==> src/rtl/if_fetch_unit.sv <==
// In-order fetch front end: up to 2 requests in flight, wrong-epoch responses dropped, 2-entry output FIFO.
// Define FETCH_MISALIGN_CHECK_EN to flag and halt on misaligned redirect targets instead of forcing alignment.
module if_fetch_unit #(
    parameter int                         INST_WIDTH      = 32,
    parameter int                         INST_ADDR_WIDTH = 32,
    parameter logic [INST_ADDR_WIDTH-1:0] RESET_PC        = '0
) (
    input  logic                       cpu_clk,
    input  logic                       cpu_rst,
    input  logic                       stall_IF,
    input  logic                       redirect_IF,
    input  logic [INST_ADDR_WIDTH-1:0] redirect_target_IF,
    output logic                       imem_req_valid,
    output logic [INST_ADDR_WIDTH-1:0] imem_req_addr,
    input  logic                       imem_req_ready,
    input  logic                       imem_rsp_valid,
    input  logic [INST_WIDTH-1:0]      imem_rsp_data,
    output logic [INST_ADDR_WIDTH-1:0] PC_IF_o,
    output logic [INST_ADDR_WIDTH-1:0] PC_plus_4_IF_o,
    output logic [INST_WIDTH-1:0]      INST_IF_o,
`ifdef FETCH_MISALIGN_CHECK_EN
    output logic                       fetch_misalign_o,
`endif
    output logic                       inst_valid_IF_o
);
    localparam int            AW      = INST_ADDR_WIDTH;
    localparam logic [AW-1:0] PC_STEP = AW'(4);

    logic [AW-1:0]         fetch_pc_q, fetch_pc_d;
    logic                  epoch_q, epoch_d;
    logic [1:0]            tag_cnt_q, tag_cnt_d, tag_cnt_ret;
    logic [AW-1:0]         tag_pc_q [2];
    logic [AW-1:0]         tag_pc_d [2];
    logic                  tag_ep_q [2];
    logic                  tag_ep_d [2];
    logic [1:0]            buf_cnt_q, buf_cnt_d, buf_cnt_pop;
    logic [AW-1:0]         buf_pc_q [2];
    logic [AW-1:0]         buf_pc_d [2];
    logic [INST_WIDTH-1:0] buf_inst_q [2];
    logic [INST_WIDTH-1:0] buf_inst_d [2];
    logic [2:0]            in_flight;
    logic                  halted, req_fire, rsp_take, rsp_keep, pop;
    logic [AW-1:0]         redirect_pc;

`ifdef FETCH_MISALIGN_CHECK_EN
    logic halt_q, halt_d;

    assign redirect_pc      = redirect_target_IF;
    assign halted           = halt_q;
    assign fetch_misalign_o = halt_q;

    always_comb begin
        halt_d = halt_q;
        if (redirect_IF) halt_d = |redirect_target_IF[1:0];
    end

    always_ff @(posedge cpu_clk or posedge cpu_rst) begin
        if (cpu_rst) halt_q <= 1'b0;
        else         halt_q <= halt_d;
    end
`else
    assign redirect_pc = redirect_target_IF & ~AW'(3);
    assign halted      = 1'b0;
`endif

    // Stale tags still count toward the limit, which keeps the FIFO from ever overflowing.
    assign in_flight      = {1'b0, tag_cnt_q} + {1'b0, buf_cnt_q};
    assign imem_req_valid = !cpu_rst && !halted && !redirect_IF && (in_flight < 3'd2);
    assign imem_req_addr  = cpu_rst ? '0 : fetch_pc_q;
    assign req_fire       = imem_req_valid && imem_req_ready;
    assign rsp_take       = imem_rsp_valid && (tag_cnt_q != 2'd0);
    assign rsp_keep       = rsp_take && (tag_ep_q[0] == epoch_q) && !redirect_IF;
    assign pop            = inst_valid_IF_o && !stall_IF;

    // NOTE: every always_comb output gets a default first, so no latch can be inferred.
    always_comb begin
        fetch_pc_d  = fetch_pc_q;
        epoch_d     = epoch_q;
        tag_pc_d    = tag_pc_q;
        tag_ep_d    = tag_ep_q;
        buf_pc_d    = buf_pc_q;
        buf_inst_d  = buf_inst_q;
        tag_cnt_ret = tag_cnt_q - {1'b0, rsp_take};
        buf_cnt_pop = buf_cnt_q - {1'b0, pop};
        tag_cnt_d   = tag_cnt_ret;
        buf_cnt_d   = buf_cnt_pop;

        if (rsp_take) begin
            tag_pc_d[0] = tag_pc_q[1];
            tag_ep_d[0] = tag_ep_q[1];
        end
        if (req_fire) begin
            tag_pc_d[tag_cnt_ret[0]] = fetch_pc_q;
            tag_ep_d[tag_cnt_ret[0]] = epoch_q;
            tag_cnt_d                = tag_cnt_ret + 2'd1;
            fetch_pc_d               = fetch_pc_q + PC_STEP;
        end

        if (pop) begin
            buf_pc_d[0]   = buf_pc_q[1];
            buf_inst_d[0] = buf_inst_q[1];
        end
        if (rsp_keep) begin
            buf_pc_d[buf_cnt_pop[0]]   = tag_pc_q[0];
            buf_inst_d[buf_cnt_pop[0]] = imem_rsp_data;
            buf_cnt_d                  = buf_cnt_pop + 2'd1;
        end

        // Redirect wins over any push or pop in the same cycle.
        if (redirect_IF) begin
            fetch_pc_d = redirect_pc;
            epoch_d    = ~epoch_q;
            buf_cnt_d  = 2'd0;
        end
    end

    // NOTE: sequential state uses non-blocking assignments so all registers sample pre-edge values.
    always_ff @(posedge cpu_clk or posedge cpu_rst) begin
        if (cpu_rst) begin
            fetch_pc_q <= RESET_PC;
            epoch_q    <= 1'b0;
            tag_cnt_q  <= 2'd0;
            buf_cnt_q  <= 2'd0;
        end else begin
            fetch_pc_q <= fetch_pc_d;
            epoch_q    <= epoch_d;
            tag_cnt_q  <= tag_cnt_d;
            buf_cnt_q  <= buf_cnt_d;
        end
    end

    // NOTE: payload storage is not reset; the counts alone decide which entries are meaningful.
    always_ff @(posedge cpu_clk) begin
        tag_pc_q   <= tag_pc_d;
        tag_ep_q   <= tag_ep_d;
        buf_pc_q   <= buf_pc_d;
        buf_inst_q <= buf_inst_d;
    end

    assign inst_valid_IF_o = (buf_cnt_q != 2'd0);
    assign PC_IF_o         = inst_valid_IF_o ? buf_pc_q[0] : '0;
    assign PC_plus_4_IF_o  = inst_valid_IF_o ? (buf_pc_q[0] + PC_STEP) : '0;
    assign INST_IF_o       = inst_valid_IF_o ? buf_inst_q[0] : '0;

endmodule

==> config.mk <==
export PLATFORM = sky130hd
export DESIGN_NAME = if_fetch_unit
export DESIGN_NICKNAME = d
export VERILOG_FILES = /design/src/rtl/if_fetch_unit.sv
export SDC_FILE = /design/constraint.sdc
export NUM_CORES = 1
export LEC_CHECK = 0
export CAP_MARGIN = 15
export CORE_MARGIN = 1
export CORE_UTILIZATION = 40
export DETAILED_ROUTE_END_ITERATION = 10
export PLACE_DENSITY_LB_ADDON = 0.1
export REMOVE_ABC_BUFFERS = 1
export SKIP_LAST_GASP = 1
export SYNTH_ARGS = -nofsm -noshare
export SYNTH_HDL_FRONTEND = slang
export SYNTH_SLANG_ARGS = --single-unit
==> constraint.sdc <==
create_clock -name cpu_clk -period 3.78 [get_ports cpu_clk]
set_input_delay 0.945 -clock cpu_clk [delete_from_list [all_inputs] [get_ports cpu_clk]]
set_output_delay 0.945 -clock cpu_clk [all_outputs]
set_load 0.01 [all_outputs]
Word level (Yosys, flattened, before mapping) --
Index checks and enable logic that the tools add are counted.
Word-level totals: register bits 231, input port bits 70, output and inout bits 130, word-level logic and storage cells 70
Operators by class: add/sub/neg operators 7, magnitude comparators 5, equal/unequal tests 1, muxes and demuxes 27, bitwise logic cells 3, reductions and logical operators 15
Operators with widths (count):
- $mux W32 | 11
- $bwmux W64 | 3
- $mux W64 | 3
- $add A32 B3 Y32 const B | 2
- $demux W32 S1 | 2
- $logic_and A1 B1 Y1 | 9
- $mux W2 | 4
- $reduce_bool A2 Y1 | 3
- $add A2 B1 Y2 const B | 2
- $ge A2 B2 Y1 const B | 2
- $lt A2 B1 Y1 const B | 2
- $not A1 Y2 | 2
- $sub A2 B1 Y2 | 2
- $add A2 B2 Y3 | 1
- $logic_not A1 Y1 | 3
- $lt A3 B2 Y1 const B | 1
- $bwmux W2 | 1
- $mux W1 | 2
- $demux W1 S1 | 1
- $eq A1 B1 Y1 | 1
- $not A1 Y1 | 1

Depth between registers and ports, before layout --
depth in word-level cells 10, mapped depth 13, mapped depth without buffers 9

Least setup slack after synthesis --
No wires, ideal clock.
kind input-to-reg, start input redirect_IF, end register buf_inst_q[0] (netlist name), enable pin, setup time 0.429 ns, data arrival time 3.311 ns, required time 3.351 ns, slack 0.039 ns, stages on the path 5, buffers on the path 3, cells stage by stage clkbuf_1 clkbuf_1 buf_1 nor3_1 ha_1
On the way: cells in the longest elaborated chain, start to end 2
Ends and longest elaborated chain:
- from (decl) | line 11 | input logic redirect_IF,
- $logic_not A1 Y1 | line 72 | assign rsp_keep = rsp_take && (tag_ep_q[0] == epoch_q) && !redirect_IF;
- $logic_and A1 B1 Y1 | line 72
- via rsp_keep | line 42 | logic halted, req_fire, rsp_take, rsp_keep, pop;
- to (signal assigned) | line 137 | buf_inst_q <= buf_inst_d;
- to (decl) | line 39 | logic [INST_WIDTH-1:0] buf_inst_q [2];
The timed path passes the listed nets, and every way through them passes these cells. A chain may end at the register's enable or synchronous reset.

Worst setup path in the final report --
start register buf_pc_q[36] (netlist name), end output PC_plus_4_IF_o[27]
On the way: cells in the longest elaborated chain, start to end 2
Ends and longest elaborated chain:
- from (decl) | line 37 | logic [AW-1:0] buf_pc_q [2];
- from (signal assigned) | line 136 | buf_pc_q <= buf_pc_d;
- $add A32 B3 Y32 | line 142 | assign PC_plus_4_IF_o = inst_valid_IF_o ? (buf_pc_q[0] + PC_STEP) : '0;
- $mux W32 | line 142
- to (decl) | line 19 | output logic [INST_ADDR_WIDTH-1:0] PC_plus_4_IF_o,
Every way passes these cells.

==> qor.csv <==
metric;value;unit
cp_slowest_cell;clkdlybuf4s50_1;
ir_drop;0.330;mV
finalSetupViolCount;0;
ys_seq_area_share;54.9;%
cts.path.max_buffers;3;
gp_congestion;0.793;
ys_dominant_reg_cell;dfxtp_1;
stdcell_count;1528;
chipWidth;163;um
finalInstanceArea;13500;um^2
synthTopCellsByCount;nand2_1, dfxtp_1, mux2i_1;
totalWireLength;24500;um
drcViolationCount;0;
first_iter_violations;512;
pwr-share-seq;43.4;%
reg2reg_depth;9;
required;2.83;ns
max_freq;0.277;GHz
grt.overflow.total;0;
die_h;163;um
synth_area_per_cell;10.3;um^2
p_int;6260;uW
cts_root_buf;clkbuf_16;
clkLatencyLatePin;0.50;ns
htreeDepth;1;
synth.cell_area;10300;um^2
ys_warn_count;0;
grt_pass1_vias;7360;
total_power;9190;uW
crit_start;buf_pc_q[36];
finalHoldViolCount;0;
reg2reg_to;buf_inst_q[36];
max_cap_viol_count;0;
final_nets;1257;
crit_path_max_incr_delay;0.56;ns
place_hpwl;16300;um
multi_input_area;4330;um^2
dieArea;26400;um^2
regArea;5680;um^2
syn_to_final_growth;30.7;%
yosys.area.top_type;edfxtp_1;
worst_slew_pin_slew;0.696;ns
grt_setup_unrepaired;false;
path_class;reg2out;
cp_num_buf_inv;1;
p_comb_share;30.3;%
period_share;95.6;%
grt_max_degree;129;
place_inst;1481;
fillCellCount;2322;
worstSetupEndpoint;PC_plus_4_IF_o[27];
synth_top_area_share;27.6;%
port_buffers;195;
synth-seq-cells;227;
clk_pin_slew;0.06;ns
rows;58;
crit_arrival;2.67;ns
numCtsBuffers;25;
grt_pass1_wl;39400;um
r2r_setup_slack;0.71;ns
io_pins;200;
slew_viol_final;0;
synthCells;998;
crit_fanout;7;
fin_crit;3.61;ns
synth.distinct_cells;50;
status;completed;
end_kind;primary output;
crit_family;simple AND/OR/NAND/NOR gates;
clock_skew;0.00853;ns
start_util;40.9;%
drive_gt1_share;7.26;%
placed_area;12600;um^2
setup_tns;0;ns
synth_edf_count;95;
core;25300;um^2
synth_area_leaders;edfxtp_1, dfxtp_1, mux2i_1;
postSynth.asyncResetShare;15.4;%
cts_tree;done;
relSlewSlack;53.6;%
power.switching;2940;uW
antenna_cells;0;
switching_share;31.9;%
crit_path_cell_trace;and4_2 > and2_1 > nand3_1 > or3_1 > a21oi_1 > clkdlybuf4s50_1;
grt_antenna_before_repair;0;
finalCoreUtilization;53.4;%
num_vias;7636;
grt_use_total;18.5;%
leakage;0.00538;uW
critPathLaunchType;flop;
power_per_cell_area;681;nW/um^2
path_depth;6;
min_path_type;reg2reg;
antenna_left;0;
reg2reg_from;buf_cnt_q[1];
p_clk_share;26.4;%
ctsHoldBuffers;0;
route.detailed.wl_per_inst;16.0;um
cts.sinks;227;
drt-vias-per-instance;5.00;
drt_pass1_iterations;5;
yosysMostFrequentCell;nand2_1;
## state kept, by name, indices dropped and copies added (netlist names)
register / cells
buf_cnt_q: 2
buf_inst_q: 64
buf_pc_q: 64
epoch_q: 1
fetch_pc_q: 30
tag_cnt_q: 2
tag_ep_q: 2
tag_pc_q: 62
## final cells by class
class                      instances  area share [%]
multi-input combinational        690            32.1
clock inverter                    12           0.881
tap                              330            3.06
inverter                          18           0.501
clock buffer                      33            5.30
timing repair buffer             218            16.1
sequential                       227            42.1
## per-layer routing
metal	GRT usage (%)	vias up	wire, um
met5	0	-	0
met4	4.16	0	311
met3	2.83	23	1300
met2	29.2	213	10700
met1	26.8	3537	12100
li1	-	3863	-
## how the worst min path moves through the flow
| stage | depth (start not counted) | start | slack [ns] | end |
|---|---|---|---|---|
| after detailed placement | 0 | tag_pc_q[37] | 0.44 | buf_pc_q[5] |
| after floorplan | 0 | tag_pc_q[32] | 0.42 | buf_pc_q[0] |
| after CTS | 0 | tag_pc_q[37] | 0.46 | buf_pc_q[5] |
| final | 0 | tag_pc_q[37] | 0.46 | buf_pc_q[5] |
| after global placement | 0 | tag_pc_q[51] | 0.44 | buf_pc_q[19] |
| after global routing | 0 | tag_pc_q[37] | 0.47 | buf_pc_q[5] |
## power groups by stage
stage	clock network (uW)	logic (uW)	registers (uW)
after detailed placement	0	2820	4030
final	2430	2780	3990
after floorplan	0	1780	3800
after global routing	2590	3100	4110
after CTS	2490	2830	3990
after global placement	0	2770	4000
## cell families after synthesis
logic type	count (synthesis)	share of synthesized area, %
other	1	0.0363
xor gates and xnor gates	31	2.63
and+or+nand+nor	392	19.6
muxes	97	9.41
DFF	227	54.9
buffers and inverters	82	3.66
AOI/OAI and AO/OA	161	8.81
adders and majority gates	7	0.921
## repair_timing
item                                    4_1_cts  5_1_grt
endpoints found under the setup margin        3       10
resized for setup                             1        7
pin swaps                                     1        1
buffers inserted                              1        1
## layout by cell type (no fill, tap or decap), types with 10 or more instances in the layout
master,instances
a21oi_1,42
and2_1,67
buf_4,19
clkbuf_16,25
clkdlybuf4s50_1,193
dfrtp_1,35
dfxtp_1,93
edfxtp_1,95
inv_1,17
mux2i_1,97
nand2_1,106
nand3_1,25
nand4_1,19
nor2_1,89
nor2b_1,36
o21ai_0,87
o311ai_0,10
xnor2_1,13
xor2_1,18
## per-stage QoR
step	hold WS [ns]	setup slack, ns
2_1_floorplan	0.422	-10.37
3_3_place_gp	0.440	0.357
3_5_place_dp	0.443	0.352
4_1_cts	0.458	0.0243
5_1_grt	0.468	0.00447
6_report	0.458	0.165
Power figures use the tool's default switching activity.
